File: config.mk
export PLATFORM = sky130hd
export DESIGN_NAME = adc_spi_responder_flat
export DESIGN_NICKNAME = d
export VERILOG_FILES = /design/src/rtl/adc_spi_responder_if.sv /design/src/rtl/adc_spi_responder.sv /design/src/flat_wrapper.sv
export SDC_FILE = /design/constraint.sdc
export NUM_CORES = 1
export LEC_CHECK = 0
export CORE_ASPECT_RATIO = 0.5
export CORE_UTILIZATION = 55
export DETAILED_ROUTE_END_ITERATION = 10
export MAX_ROUTING_LAYER = met4
export PLACE_DENSITY = 0.8
export SLEW_MARGIN = 30
export SYNTH_ARGS = -nofsm -noshare
export SYNTH_HDL_FRONTEND = slang
export SYNTH_SLANG_ARGS = --single-unit
File: constraint.sdc
create_clock -name i_clk -period 2.36 [get_ports i_clk]
set_clock_uncertainty 0.1 [all_clocks]
set_input_delay 0.472 -clock i_clk [delete_from_list [all_inputs] [get_ports i_clk]]
set_output_delay 0.472 -clock i_clk [all_outputs]
set_load 0.005 [all_outputs]
File: src/rtl/adc_spi_responder_if.sv
// rtl/adc_spi_responder_if.sv - SPI pin bundle between the scope SPI master and the ADC responder
interface adc_spi_responder_if;
  logic sclk;
  logic cs_n;
  logic din;
  logic dout;

  modport master (
    output sclk,
    output cs_n,
    output din,
    input  dout
  );

  modport slave (
    input  sclk,
    input  cs_n,
    input  din,
    output dout
  );
endinterface

File: src/rtl/adc_spi_responder.sv
// rtl/adc_spi_responder.sv - behavioural 8-channel 12-bit serial ADC on the far end of the SPI wires
// Pins are oversampled by clk; the channel addressed in one frame is returned in the next.
module adc_spi_responder #(
  parameter int FRAME_BITS = 16,
  parameter int DATA_BITS  = 12,
  parameter int RESET_CH   = 0
) (
  input  logic                 i_clk,
  input  logic                 i_reset,
  adc_spi_responder_if.slave   spi,
  input  logic [DATA_BITS-1:0] i_sample_data,
  output logic [2:0]           o_cur_ch,
  output logic [2:0]           o_addr_out,
  output logic                 o_addr_strobe,
  output logic                 o_frame_done,
  output logic                 o_frame_abort
);

  localparam int CNT_W = $clog2(FRAME_BITS + 1);

  typedef enum logic [1:0] {
    S_IDLE    = 2'd0,
    S_SHIFT   = 2'd1,
    S_WAIT_CS = 2'd2
  } state_t;

  state_t r_state;
  state_t w_next;

  logic r_sclk_s1, r_sclk_s2, r_sclk_s3;
  logic r_cs_s1, r_cs_s2, r_cs_s3;
  logic r_din_s1, r_din_s2;

  logic [FRAME_BITS-1:0] r_tx_sh;
  logic [1:0]            r_rx_sh;  // only the two most recent bits are needed to form the address
  logic [CNT_W-1:0]      r_bit_cnt;
  logic                  r_dout;
  logic [2:0]            r_cur_ch;
  logic [2:0]            r_addr;
  logic                  r_addr_strobe;
  logic                  r_frame_done;
  logic                  r_frame_abort;

  logic w_sclk_rise, w_sclk_fall, w_cs_rise, w_cs_fall;
  logic w_load, w_shift_out, w_shift_in, w_done, w_abort, w_clr_dout, w_addr_hit;

  assign w_sclk_rise = r_sclk_s2 & ~r_sclk_s3;
  assign w_sclk_fall = ~r_sclk_s2 & r_sclk_s3;
  assign w_cs_rise   = r_cs_s2 & ~r_cs_s3;
  assign w_cs_fall   = ~r_cs_s2 & r_cs_s3;
  assign w_addr_hit  = w_shift_in && (r_bit_cnt == CNT_W'(4));

  // Bring the asynchronous pins into the clk domain; the third stage feeds edge detection
  always_ff @(posedge i_clk) begin
    if (i_reset) begin
      r_sclk_s1 <= 1'b1;
      r_sclk_s2 <= 1'b1;
      r_sclk_s3 <= 1'b1;
      r_cs_s1   <= 1'b1;
      r_cs_s2   <= 1'b1;
      r_cs_s3   <= 1'b1;
      r_din_s1  <= 1'b0;
      r_din_s2  <= 1'b0;
    end else begin
      r_sclk_s1 <= spi.sclk;
      r_sclk_s2 <= r_sclk_s1;
      r_sclk_s3 <= r_sclk_s2;
      r_cs_s1   <= spi.cs_n;
      r_cs_s2   <= r_cs_s1;
      r_cs_s3   <= r_cs_s2;
      r_din_s1  <= spi.din;
      r_din_s2  <= r_din_s1;
    end
  end

  // Frame state register
  always_ff @(posedge i_clk) begin
    if (i_reset) begin
      r_state <= S_IDLE;
    end else begin
      r_state <= w_next;
    end
  end

  // Next state and datapath controls; a cs_n rise always beats an sclk edge in the same cycle
  always_comb begin
    w_next      = r_state;
    w_load      = 1'b0;
    w_shift_out = 1'b0;
    w_shift_in  = 1'b0;
    w_done      = 1'b0;
    w_abort     = 1'b0;
    w_clr_dout  = 1'b0;
    case (r_state)
      S_IDLE: begin
        if (w_cs_fall) begin
          w_load = 1'b1;
          w_next = S_SHIFT;
        end
      end
      S_SHIFT: begin
        if (w_cs_rise) begin
          w_abort    = 1'b1;
          w_clr_dout = 1'b1;
          w_next     = S_IDLE;
        end else if (w_sclk_fall) begin
          w_shift_out = 1'b1;
        end else if (w_sclk_rise) begin
          w_shift_in = 1'b1;
          if (r_bit_cnt == CNT_W'(FRAME_BITS - 1)) begin
            w_done = 1'b1;
            w_next = S_WAIT_CS;
          end
        end
      end
      S_WAIT_CS: begin
        if (w_cs_rise) begin
          w_clr_dout = 1'b1;
          w_next     = S_IDLE;
        end
      end
      default: begin
        w_clr_dout = 1'b1;
        w_next     = S_IDLE;
      end
    endcase
  end

  // Shift registers, bit counter, address/channel registers and status pulses
  always_ff @(posedge i_clk) begin
    if (i_reset) begin
      r_tx_sh       <= '0;
      r_rx_sh       <= '0;
      r_bit_cnt     <= '0;
      r_dout        <= 1'b0;
      r_cur_ch      <= 3'(RESET_CH);
      r_addr        <= 3'd0;
      r_addr_strobe <= 1'b0;
      r_frame_done  <= 1'b0;
      r_frame_abort <= 1'b0;
    end else begin
      r_addr_strobe <= w_addr_hit;
      r_frame_done  <= w_done;
      r_frame_abort <= w_abort;
      if (w_load) begin
        r_tx_sh   <= FRAME_BITS'(i_sample_data);
        r_bit_cnt <= '0;
      end
      if (w_shift_out) begin
        r_dout  <= r_tx_sh[FRAME_BITS-1];
        r_tx_sh <= {r_tx_sh[FRAME_BITS-2:0], 1'b0};
      end
      if (w_shift_in) begin
        r_rx_sh   <= {r_rx_sh[0], r_din_s2};
        r_bit_cnt <= r_bit_cnt + CNT_W'(1);
      end
      if (w_addr_hit) begin
        r_addr <= {r_rx_sh, r_din_s2};
      end
      if (w_done) begin
        r_cur_ch <= r_addr;
      end
      if (w_clr_dout) begin
        r_dout <= 1'b0;
      end
    end
  end

  assign spi.dout      = r_dout;
  assign o_cur_ch      = r_cur_ch;
  assign o_addr_out    = r_addr;
  assign o_addr_strobe = r_addr_strobe;
  assign o_frame_done  = r_frame_done;
  assign o_frame_abort = r_frame_abort;

endmodule
File: src/flat_wrapper.sv
// flat-port wrapper written by rule: the top's interface ports become plain ports
module adc_spi_responder_flat 
#(
  parameter int FRAME_BITS = 16,
  parameter int DATA_BITS  = 12,
  parameter int RESET_CH   = 0
)
  (i_clk, i_reset, i_sample_data, o_cur_ch, o_addr_out, o_addr_strobe, o_frame_done, o_frame_abort, spi_sclk, spi_cs_n, spi_din, spi_dout);
  adc_spi_responder_if spi_i ();
  input  logic i_clk;
  input  logic i_reset;
  input  logic [DATA_BITS-1:0] i_sample_data;
  output logic [2:0] o_cur_ch;
  output logic [2:0] o_addr_out;
  output logic o_addr_strobe;
  output logic o_frame_done;
  output logic o_frame_abort;
  input wire logic [$bits(spi_i.sclk)-1:0] spi_sclk;
  input wire logic [$bits(spi_i.cs_n)-1:0] spi_cs_n;
  input wire logic [$bits(spi_i.din)-1:0] spi_din;
  output wire logic [$bits(spi_i.dout)-1:0] spi_dout;
  assign spi_i.sclk = spi_sclk;
  assign spi_i.cs_n = spi_cs_n;
  assign spi_i.din = spi_din;
  assign spi_dout = spi_i.dout;
  adc_spi_responder #(.FRAME_BITS(FRAME_BITS), .DATA_BITS(DATA_BITS), .RESET_CH(RESET_CH)) u_core (.i_clk(i_clk), .i_reset(i_reset), .spi(spi_i), .i_sample_data(i_sample_data), .o_cur_ch(o_cur_ch), .o_addr_out(o_addr_out), .o_addr_strobe(o_addr_strobe), .o_frame_done(o_frame_done), .o_frame_abort(o_frame_abort));
endmodule
==> impl_metrics.yaml, run 1 <==
cells_and_area:
  layout.area.seq_um2: 861
  layout.cells.most_common_list: "sky130_fd_sc_hd__dfxtp_1 (43), sky130_fd_sc_hd__nand2_1 (30), sky130_fd_sc_hd__clkdlybuf4s50_1 (25)"
  final_cell_area_um2: 2280
  n_antenna_cell: 0
  final_layout_fill_cell_count: 236
  nets: 254
  multi_input_area_um2: 927
  layout.cells.non_filler: 271
  layout.core_utilization_pct: 72.4
  drive_gt1_share_pct: 13.9
  area_growth_pct: 19.8
  mostFrequentLayoutCell: "sky130_fd_sc_hd__dfxtp_1"
floorplanning:
  starting_density_of_the_core_pct: 60.4
  std_cell_rows: 14
  die-area_um2: 3720
  coreArea_um2: 3150
  dieHeight_um: 43.6
  ioPinCount: 27
  floorplan.die.width_um: 85.2
drt:
  wl_per_cell_um: 13.1
  route.detailed.drc: 0
  via_per_inst: 5.29
  route.final.wire_length_um: 3550
  route.vias.total: 1433
  detail_route.iter0.violations: 33
  antenna_left: 0
  drt_pass1_iterations: 4
timing:
  finalMaxSlewViolations: 0
  final_critical_path_setup_slack_ps: 596
  hold_violations: 0
  setup_viol: 0
  grt_setup_unrepaired: "false"
  layout_worst_path_cycle_share_pct: 74.8
  min_period_ps: 1760
  maxSlewHeadroom_pct: 68.2
  final.setup.tns_ps: 0
  worst_hold_slack_ps: 331
  max_freq_mhz: 567
  worst_slew_pin_slew_ps: 477
logic_synthesis:
  share_of_flip_flops_with_an_asynchronous_set_or_reset_pct: 0
  synth_instances: 205
  fraction_of_the_yosys_area_taken_by_sequential_cells_pct: 45.2
  syn_area_um2: 1900
  number_of_synthesized_flops_with_an_enable_pin: 0
  mappedNetlistNets: 229
  synth_area_per_cell_um2: 9.29
  ys.warnings.count: 0
  ys.flop_type: "sky130_fd_sc_hd__dfxtp_1"
  synth-seq-cells: 43
  synth_cell_type_count: 31
power:
  power_density_nw_per_um2: 709
  p_total_mw: 1.62
  p_leak_nw: 0.946
  ir_drop_worst_vdd_uv: 523
global_route:
  groute.layer.met2.usage_pct: 37.6
  grt_antenna_before_repair: 0
  gr-usage-all-layers_pct: 22.5
  gr-usage-met1_pct: 26.0
  globalRoute.totalOverflow: 0
  grt_first_pass_wirelength_um: 6180
  number_of_global_route_vias_before_repair: 1405
  grt_start_max_net_pins: 30
  groute.layer.met3.usage_pct: 6.86
  grt_busiest_layer: "met2"
place:
  port-buffer-count: 26
  dp.cells: 263
  preCtsSetupSlack_ps: 624
  hpwl_um: 2440
  dpl-instance-area_um2: 2160
  gpl.final_weighted_congestion: 0.751
clock_network:
  sinks_on_the_clock_net: 43
  clkSlewWorstSetupHoldPaths_ps: 80
  post_cts.repair.setup_buffers: 0
  max-clock-path-buffers: 2
  cts-htree-levels: 2
  root_buffer: "sky130_fd_sc_hd__clkbuf_8"
  cts_buffers: 5
  clock_insertion_delay_worst_skew_ps: 290
  cts-resized-gates: 0
  cts_hold_repair.buffers: 0
  tritoncts: "done"
worst_setup_path:
  startpoint_type: "flop"
  crit_path_end_kind: "flop"
  critical_path_peak_fanout: 16
  critPathKind: "reg -> reg"
  worst_ep_required_time_ps: 2440
  worst_ep_arrival_time_ps: 1840
job:
  max_cap_viols: 0
hold_path:
  hold_crit_path_type: "reg -> reg"
outcome:
  status: "finished clean"
==> path summary, 6_finish.rpt <==
kind / startpoint / to / slack, ps / cells after the start
hold reg to reg: u_core.r_sclk_s1$_SDFF_PP1_ / u_core.r_sclk_s2$_SDFF_PP1_ / 330 / 1
hold / removal: u_core.r_sclk_s1$_SDFF_PP1_ / u_core.r_sclk_s2$_SDFF_PP1_ / 330 / 1
setup reg to reg: u_core.r_state[0]$_SDFFE_PP0P_ / u_core.r_tx_sh[13]$_SDFFE_PP0P_ / 600 / 7
setup / recovery: u_core.r_state[0]$_SDFFE_PP0P_ / u_core.r_tx_sh[13]$_SDFFE_PP0P_ / 600 / 7
==> per-layer routing <==
layer | routed length [um] | vias up | part of all wire, %
li1 | - | 743 | -
met3 | 168 | 6 | 4.7
met2 | 1610 | 32 | 45
met4 | 44 | 0 | 1.2
met1 | 1720 | 652 | 49
met5 | 0 | - | 0
==> synthesized netlist by cell type (2+ instances only) <==
cell,instances,area (um^2)
sky130_fd_sc_hd__a21oi_1,8,40.0
sky130_fd_sc_hd__a311oi_2,10,150
sky130_fd_sc_hd__and2_1,4,25.0
sky130_fd_sc_hd__and3_1,2,12.5
sky130_fd_sc_hd__buf_2,3,15.0
sky130_fd_sc_hd__buf_6,2,22.5
sky130_fd_sc_hd__clkbuf_1,6,22.5
sky130_fd_sc_hd__dfxtp_1,43,861
sky130_fd_sc_hd__ha_1,7,87.6
sky130_fd_sc_hd__inv_1,9,33.8
sky130_fd_sc_hd__mux2i_1,13,130
sky130_fd_sc_hd__nand2_1,30,113
sky130_fd_sc_hd__nand2b_1,7,43.8
sky130_fd_sc_hd__nand3_1,6,30.0
sky130_fd_sc_hd__nand4_1,2,12.5
sky130_fd_sc_hd__nor2_1,24,90.1
sky130_fd_sc_hd__nor2b_1,3,18.8
sky130_fd_sc_hd__nor3_1,4,20.0
sky130_fd_sc_hd__nor3b_1,2,15.0
sky130_fd_sc_hd__o21ai_0,4,20.0
sky130_fd_sc_hd__or2_2,6,37.5
==> final cells by class <==
class / count / area share, %
clock buffers: 6 / 3.62
clock inverters: 2 / 1.54
inverters: 9 / 1.48
multi-input cells: 140 / 40.6
flip-flops and latches: 43 / 37.7
well taps: 40 / 2.19
repair buffers: 31 / 12.8
==> registers in the layout (all words and copies together), names as in the netlist, 2 cells and up <==
register,flops
u_core.r_bit_cnt,5
u_core.o_cur_ch,3
u_core.r_rx_sh,2
u_core.o_addr_out,3
u_core.r_state,2
u_core.r_tx_sh,16
==> report_power, final <==
part / switching (mW) / leakage [nW] / internal, mW
Sequential: 0.0207 / 0.349 / 0.759
Combinational: 0.138 / 0.536 / 0.110
Clock: 0.248 / 0.0612 / 0.343
==> cells by family (layout without fill, tap and decap cells) <==
logic type | after synthesis | count (layout) | share of synthesized area [%]
adder cells (fa/ha/maj) | 7 | 7 | 4.60
multiplexers | 13 | 13 | 6.83
AND/OR/NAND/NOR | 95 | 95 | 24.9
AO/OA/AOI/OAI | 25 | 25 | 12.4
flip-flops | 43 | 43 | 45.2
buffers and inverters | 22 | 48 | 6.11
==> worst max-delay path, stage by stage (launching register included) <==
cell	delay (ps)
sky130_fd_sc_hd__dfxtp_1	330
sky130_fd_sc_hd__inv_1	110
sky130_fd_sc_hd__ha_1	250
sky130_fd_sc_hd__nand3b_1	230
sky130_fd_sc_hd__buf_4	260
sky130_fd_sc_hd__and2_1	160
sky130_fd_sc_hd__mux2i_1	150
sky130_fd_sc_hd__nor2_1	50
Note: power is estimated with default switching activity, not from simulation.
==> run 2, diff against run 1 <==
- CORE_UTILIZATION: 55 -> 53
- PLACE_DENSITY: 0.8 -> 0.78
- clock period: 2.36 -> 1.74 ns (I/O delays scaled with it)
==> impl_metrics.yaml, run 2 (synthesis results as in run 1) <==
timing:
  hold_violations: 0
  finalMaxSlewViolations: 0
  final.setup.tns_ps: 0
  max_freq_mhz: 609
  setup_viol: 0
  layout_worst_path_cycle_share_pct: 94.3
  maxSlewHeadroom_pct: 75.0
  worst_slew_pin_slew_ps: 375
  worst_hold_slack_ps: 313
  min_period_ps: 1640
drt:
  detail_route.iter0.violations: 49
  detailroute.wirelength.met2_um: 1550
  route.vias.total: 1449
  dr_wl_met3_um: 156
  via_per_inst: 5.12
  wl_met1_um: 1610
  antenna_left: 0
  wl_per_cell_um: 11.8
  drt_pass1_iterations: 4
  route.detailed.drc: 0
  route.final.wire_length_um: 3330
  highest-signal-layer: "met4"
hold_path:
  hold_crit_path_type: "reg -> reg"
clock_network:
  root_buffer: "sky130_fd_sc_hd__clkbuf_8"
  clock_insertion_delay_worst_skew_ps: 290
  tritoncts: "done"
  cts-htree-levels: 2
  clkSlewWorstSetupHoldPaths_ps: 80
  sinks_on_the_clock_net: 43
  cts_hold_repair.buffers: 0
  cts_buffers: 5
  max-clock-path-buffers: 2
worst_setup_path:
  crit_path_end_kind: "flop"
  critPathKind: "reg -> reg"
  cp_common_cell: "sky130_fd_sc_hd__ha_1"
  critical_path_buffers_and_inverters: 0
  worst_ep_required_time_ps: 1820
  crit_slowest_cell: "sky130_fd_sc_hd__dfxtp_2"
  path_delay_family: "simple AND/OR/NAND/NOR gates"
  critical_path_peak_fanout: 4
  startpoint_type: "flop"
  worst_ep_arrival_time_ps: 1720
  critical_path.cell_chain: "ha_1 > and3_1 > ha_1 > nand4_1 > mux2i_1 > nor2_1"
  cp_slowest_stage_delay_ps: 340
floorplanning:
  std_cell_rows: 14
  floorplan.die.width_um: 86.8
  starting_density_of_the_core_pct: 59.4
  dieHeight_um: 44.4
  die-area_um2: 3850
  ioPinCount: 27
  coreArea_um2: 3210
cells_and_area:
  drive_gt1_share_pct: 17.0
  layout.cells.most_common_list: "sky130_fd_sc_hd__dfxtp_1 (41), sky130_fd_sc_hd__nand2_1 (30), sky130_fd_sc_hd__clkdlybuf4s50_1 (25)"
  mostFrequentLayoutCell: "sky130_fd_sc_hd__dfxtp_1"
  largest_register_ff_count: 16
  area_growth_pct: 24.0
  final_cell_area_um2: 2360
  reg_top3: "u_core.r_tx_sh: 16 flops, u_core.r_bit_cnt: 5 flops"
  most_flop_heavy_register: "u_core.r_tx_sh"
  nets: 258
  n_antenna_cell: 0
outcome:
  status: "finished clean"
power:
  p_clk_share_pct: 36.2
  ir_drop_worst_vdd_uv: 723
  p_total_mw: 2.20
  power_density_nw_per_um2: 933
  p_seq_share_pct: 48.0
  internal-power_mw: 1.66
  combPwrFrac_pct: 15.8
  p_leak_nw: 0.977
  p_switching_mw: 0.541
  sw_share_pct: 24.6
place:
  dpl-instance-area_um2: 2210
  port-buffer-count: 26
  gpl.final_weighted_congestion: 0.748
  hpwl_um: 2300
global_route:
  grt_start_max_net_pins: 30
  globalRoute.totalOverflow: 0
  gr-usage-all-layers_pct: 20.1
  number_of_global_route_vias_before_repair: 1312
  grt_first_pass_wirelength_um: 5660
  grt_antenna_before_repair: 0
job:
  max_cap_viols: 0
-- run 2: changes by cell type in the layout (fill, tap and decap cells not counted) --
cell | previous run | this run
sky130_fd_sc_hd__buf_6 | 0 | 1
sky130_fd_sc_hd__nor4bb_2 | 0 | 1
sky130_fd_sc_hd__nor4bb_1 | 1 | 0
sky130_fd_sc_hd__ha_1 | 7 | 6
sky130_fd_sc_hd__ha_2 | 0 | 1
sky130_fd_sc_hd__buf_12 | 0 | 2
sky130_fd_sc_hd__dfxtp_1 | 43 | 41
sky130_fd_sc_hd__buf_4 | 5 | 6
sky130_fd_sc_hd__dfxtp_2 | 0 | 2
-- run 2: final timing paths --
kind              slack, ps  cells after the start                             start                         endpoint
hold reg to reg         310                      1       u_core.r_sclk_s1$_SDFF_PP1_      u_core.r_sclk_s2$_SDFF_PP1_
setup / recovery        100                      6  u_core.r_bit_cnt[0]$_SDFFE_PP0P_  u_core.o_cur_ch[0]$_SDFFE_PP0P_
setup reg to reg        100                      6  u_core.r_bit_cnt[0]$_SDFFE_PP0P_  u_core.o_cur_ch[0]$_SDFFE_PP0P_
hold / removal          310                      1       u_core.r_sclk_s1$_SDFF_PP1_      u_core.r_sclk_s2$_SDFF_PP1_
-- run 2: power groups by stage --
stage / combinational (mW) / clock (mW) / sequential, mW
after CTS: 0.340 / 0.819 / 1.06
final: 0.349 / 0.797 / 1.06
after detailed placement: 0.336 / 0 / 1.08
after global routing: 0.388 / 0.851 / 1.06
after floorplan: 0.253 / 0 / 1.07
after global placement: 0.333 / 0 / 1.08
-- run 2: per-stage QoR --
| step | util, % | setup slack (ps) | instances |
|---|---|---|---|
| global placement | 68.9 | 129 | 272 |
| CTS | 72.5 | 63.8 | 280 |
| global route | 73.7 | -16.0 | 283 |
| finish | 73.7 | 99.0 | 283 |
| floorplan | - | 220 | 205 |
| detailed placement | 68.9 | 76.3 | 272 |
-- run 2: cell type report --
cell class,instances,area [um^2]
Fill cell,255,843
Timing Repair Buffer,35,352
Clock inverter,2,35.0
Clock buffer,6,82.6
Sequential cell,43,863
Tap cell,48,60.1
Inverter,9,33.8
Multi-Input combinational cell,140,936
-- run 2: per-layer routing --
metal  global-route usage, %  up-vias
li1                        -      747
met1                    24.3      670
met2                    31.9       29
met3                    7.84        3
met4                    5.00        0
met5                       -        -
-- run 2: timing repair --
action                                  in CTS  in global routing
gates resized for setup                      0                  5
endpoints found under the setup margin       0                 16
buffers inserted                             0                  3
==> run 3, diff against run 2 <==
- CORE_UTILIZATION: 53 -> 30
- PLACE_DENSITY: 0.78 -> unset
- SLEW_MARGIN: 30 -> 15
==> impl_metrics.yaml, run 3 (synthesis results as in run 1) <==
place:
  gpl.final_weighted_congestion: 0.784
  hpwl_um: 2570
  dp.cells: 316
  port-buffer-count: 26
global_route:
  grt_first_pass_wirelength_um: 6130
  globalRoute.totalOverflow: 0
  grt_antenna_before_repair: 0
  grt_start_max_net_pins: 18
  gr-usage-all-layers_pct: 12.0
  number_of_global_route_vias_before_repair: 1361
timing:
  grt_setup_unrepaired: "false"
  finalMaxSlewViolations: 0
  layout_worst_path_cycle_share_pct: 92.9
  setup_viol: 0
  maxSlewHeadroom_pct: 81.2
  min_period_ps: 1620
  hold_violations: 0
  max_freq_mhz: 619
  worst_slew_pin_slew_ps: 281
  final.setup.tns_ps: 0
drt:
  via_per_inst: 4.45
  route.final.wire_length_um: 3580
  route.vias.total: 1447
  antenna_left: 0
  detail_route.iter0.violations: 99
  wl_per_cell_um: 11.0
  route.detailed.drc: 0
  drt_pass1_iterations: 4
cells_and_area:
  most_flop_heavy_register: "u_core.r_tx_sh"
  layout.core_utilization_pct: 40.0
  layout.cells.non_filler: 325
  area_growth_pct: 28.1
  final_layout_fill_cell_count: 620
  layout.cells.most_common_list: "sky130_fd_sc_hd__dfxtp_1 (43), sky130_fd_sc_hd__nand2_1 (30), sky130_fd_sc_hd__clkdlybuf4s50_1 (25)"
  largest_register_ff_count: 16
  reg_top3: "u_core.r_tx_sh: 16 flops, u_core.r_bit_cnt: 5 flops"
  drive_gt1_share_pct: 17.3
  nets: 261
  n_antenna_cell: 0
  mostFrequentLayoutCell: "sky130_fd_sc_hd__dfxtp_1"
clock_network:
  clock_insertion_delay_worst_skew_ps: 270
  tritoncts: "done"
  clkSlewWorstSetupHoldPaths_ps: 60
  cts_buffers: 5
  max-clock-path-buffers: 2
  sinks_on_the_clock_net: 43
  cts_hold_repair.buffers: 0
  root_buffer: "sky130_fd_sc_hd__clkbuf_16"
  cts-htree-levels: 2
worst_setup_path:
  crit-reg2reg-capture: "u_core.o_cur_ch[1]$_SDFFE_PP0P_"
  worst_ep_arrival_time_ps: 1690
  worstReg2RegStart: "u_core.r_bit_cnt[0]$_SDFFE_PP0P_"
  critPathKind: "reg -> reg"
  critical_path_peak_fanout: 4
  crit_path_end_kind: "flop"
  worst_ep_required_time_ps: 1810
  reg2reg_depth: 6
  setup.reg_to_reg.worst_slack_ps: 120
  startpoint_type: "flop"
power:
  p_switching_mw: 0.571
  p_clk_share_pct: 37.9
  sw_share_pct: 24.8
  p_leak_nw: 0.993
  p_seq_share_pct: 46.0
  combPwrFrac_pct: 16.1
  ir_drop_worst_vdd_uv: 417
  power_density_nw_per_um2: 944
  internal-power_mw: 1.73
hold_path:
  whs_endpoint: "u_core.r_sclk_s2$_SDFF_PP1_"
  min_from: "u_core.r_sclk_s1$_SDFF_PP1_"
  hold_crit_path_type: "reg -> reg"
  number_of_stages_on_the_worst_hold_path: 1
floorplanning:
  ioPinCount: 27
  die-area_um2: 6690
  starting_density_of_the_core_pct: 31.2
  floorplan.die.width_um: 115
  coreArea_um2: 6110
  std_cell_rows: 20
  dieHeight_um: 58.3
outcome:
  status: "finished clean"
job:
  max_cap_viols: 0
-- run 3: power by group through the flow --
stage / clock network [mW] / registers (mW) / logic (mW)
after detailed placement: 0 / 1.08 / 0.357
after global placement: 0 / 1.08 / 0.353
final: 0.873 / 1.06 / 0.371
after CTS: 0.894 / 1.06 / 0.364
after floorplan: 0 / 1.07 / 0.253
after global routing: 0.939 / 1.07 / 0.413
-- run 3: how the worst max path moves through the flow --
stage / from / endpoint
6_report: u_core.r_bit_cnt[0]$_SDFFE_PP0P_ / u_core.o_cur_ch[1]$_SDFFE_PP0P_
5_1_grt: u_core.r_bit_cnt[1]$_SDFFE_PP0P_ / u_core.o_cur_ch[1]$_SDFFE_PP0P_
4_1_cts: u_core.r_cs_s3$_SDFF_PP1_ / u_core.r_tx_sh[1]$_SDFFE_PP0P_
3_5_place_dp: u_core.r_cs_s3$_SDFF_PP1_ / u_core.r_tx_sh[1]$_SDFFE_PP0P_
3_3_place_gp: u_core.r_cs_s3$_SDFF_PP1_ / u_core.r_tx_sh[3]$_SDFFE_PP0P_
2_1_floorplan: u_core.r_bit_cnt[0]$_SDFFE_PP0P_ / u_core.o_cur_ch[0]$_SDFFE_PP0P_
-- run 3: metal layers --
| layer | wire length [um] | global-route usage [%] | up-vias |
|---|---|---|---|
| li1 | - | - | 754 |
| met1 | 1790 | 14.8 | 673 |
| met2 | 1630 | 20.2 | 18 |
| met3 | 135 | 2.78 | 2 |
| met4 | 23 | 3.34 | 0 |
| met5 | 0 | - | - |
-- run 3: repair_timing --
action / CTS / global route
setup buffers: 0 / 2
endpoints found under the setup margin: 0 / 14
resized for setup: 0 / 3
-- run 3: metrics by stage --
step | setup WS (ps) | hold WS [ps] | power [mW] | area [um^2]
final | 124 | 310 | 2.30 | 2440
after global routing | 12.3 | 325 | 2.42 | 2440
after CTS | 36.8 | 313 | 2.32 | 2410
after detailed placement | 88.7 | 299 | 1.44 | 2270
after global placement | 133 | 291 | 1.43 | 2270
after floorplan | 220 | 289 | 1.32 | 1900
-- run 3: critical path: stages (launching register included) --
cell                      delay [ps]
sky130_fd_sc_hd__dfxtp_1         330
sky130_fd_sc_hd__ha_1            230
sky130_fd_sc_hd__and3_1          190
sky130_fd_sc_hd__ha_1            180
sky130_fd_sc_hd__nand4_1         190
sky130_fd_sc_hd__mux2i_1         220
sky130_fd_sc_hd__nor2_1           50
-- run 3: area by class of cell --
cell class	instances	area [um^2]	share of cell area, %
flip-flops and latches	43	861	35.3
multi-input cells	140	938	38.5
inverters	9	33.8	1.38
repair buffers	38	358	14.7
well taps	88	110	4.51
clock inverters	2	13.8	0.564
clock buffers	5	125	5.13
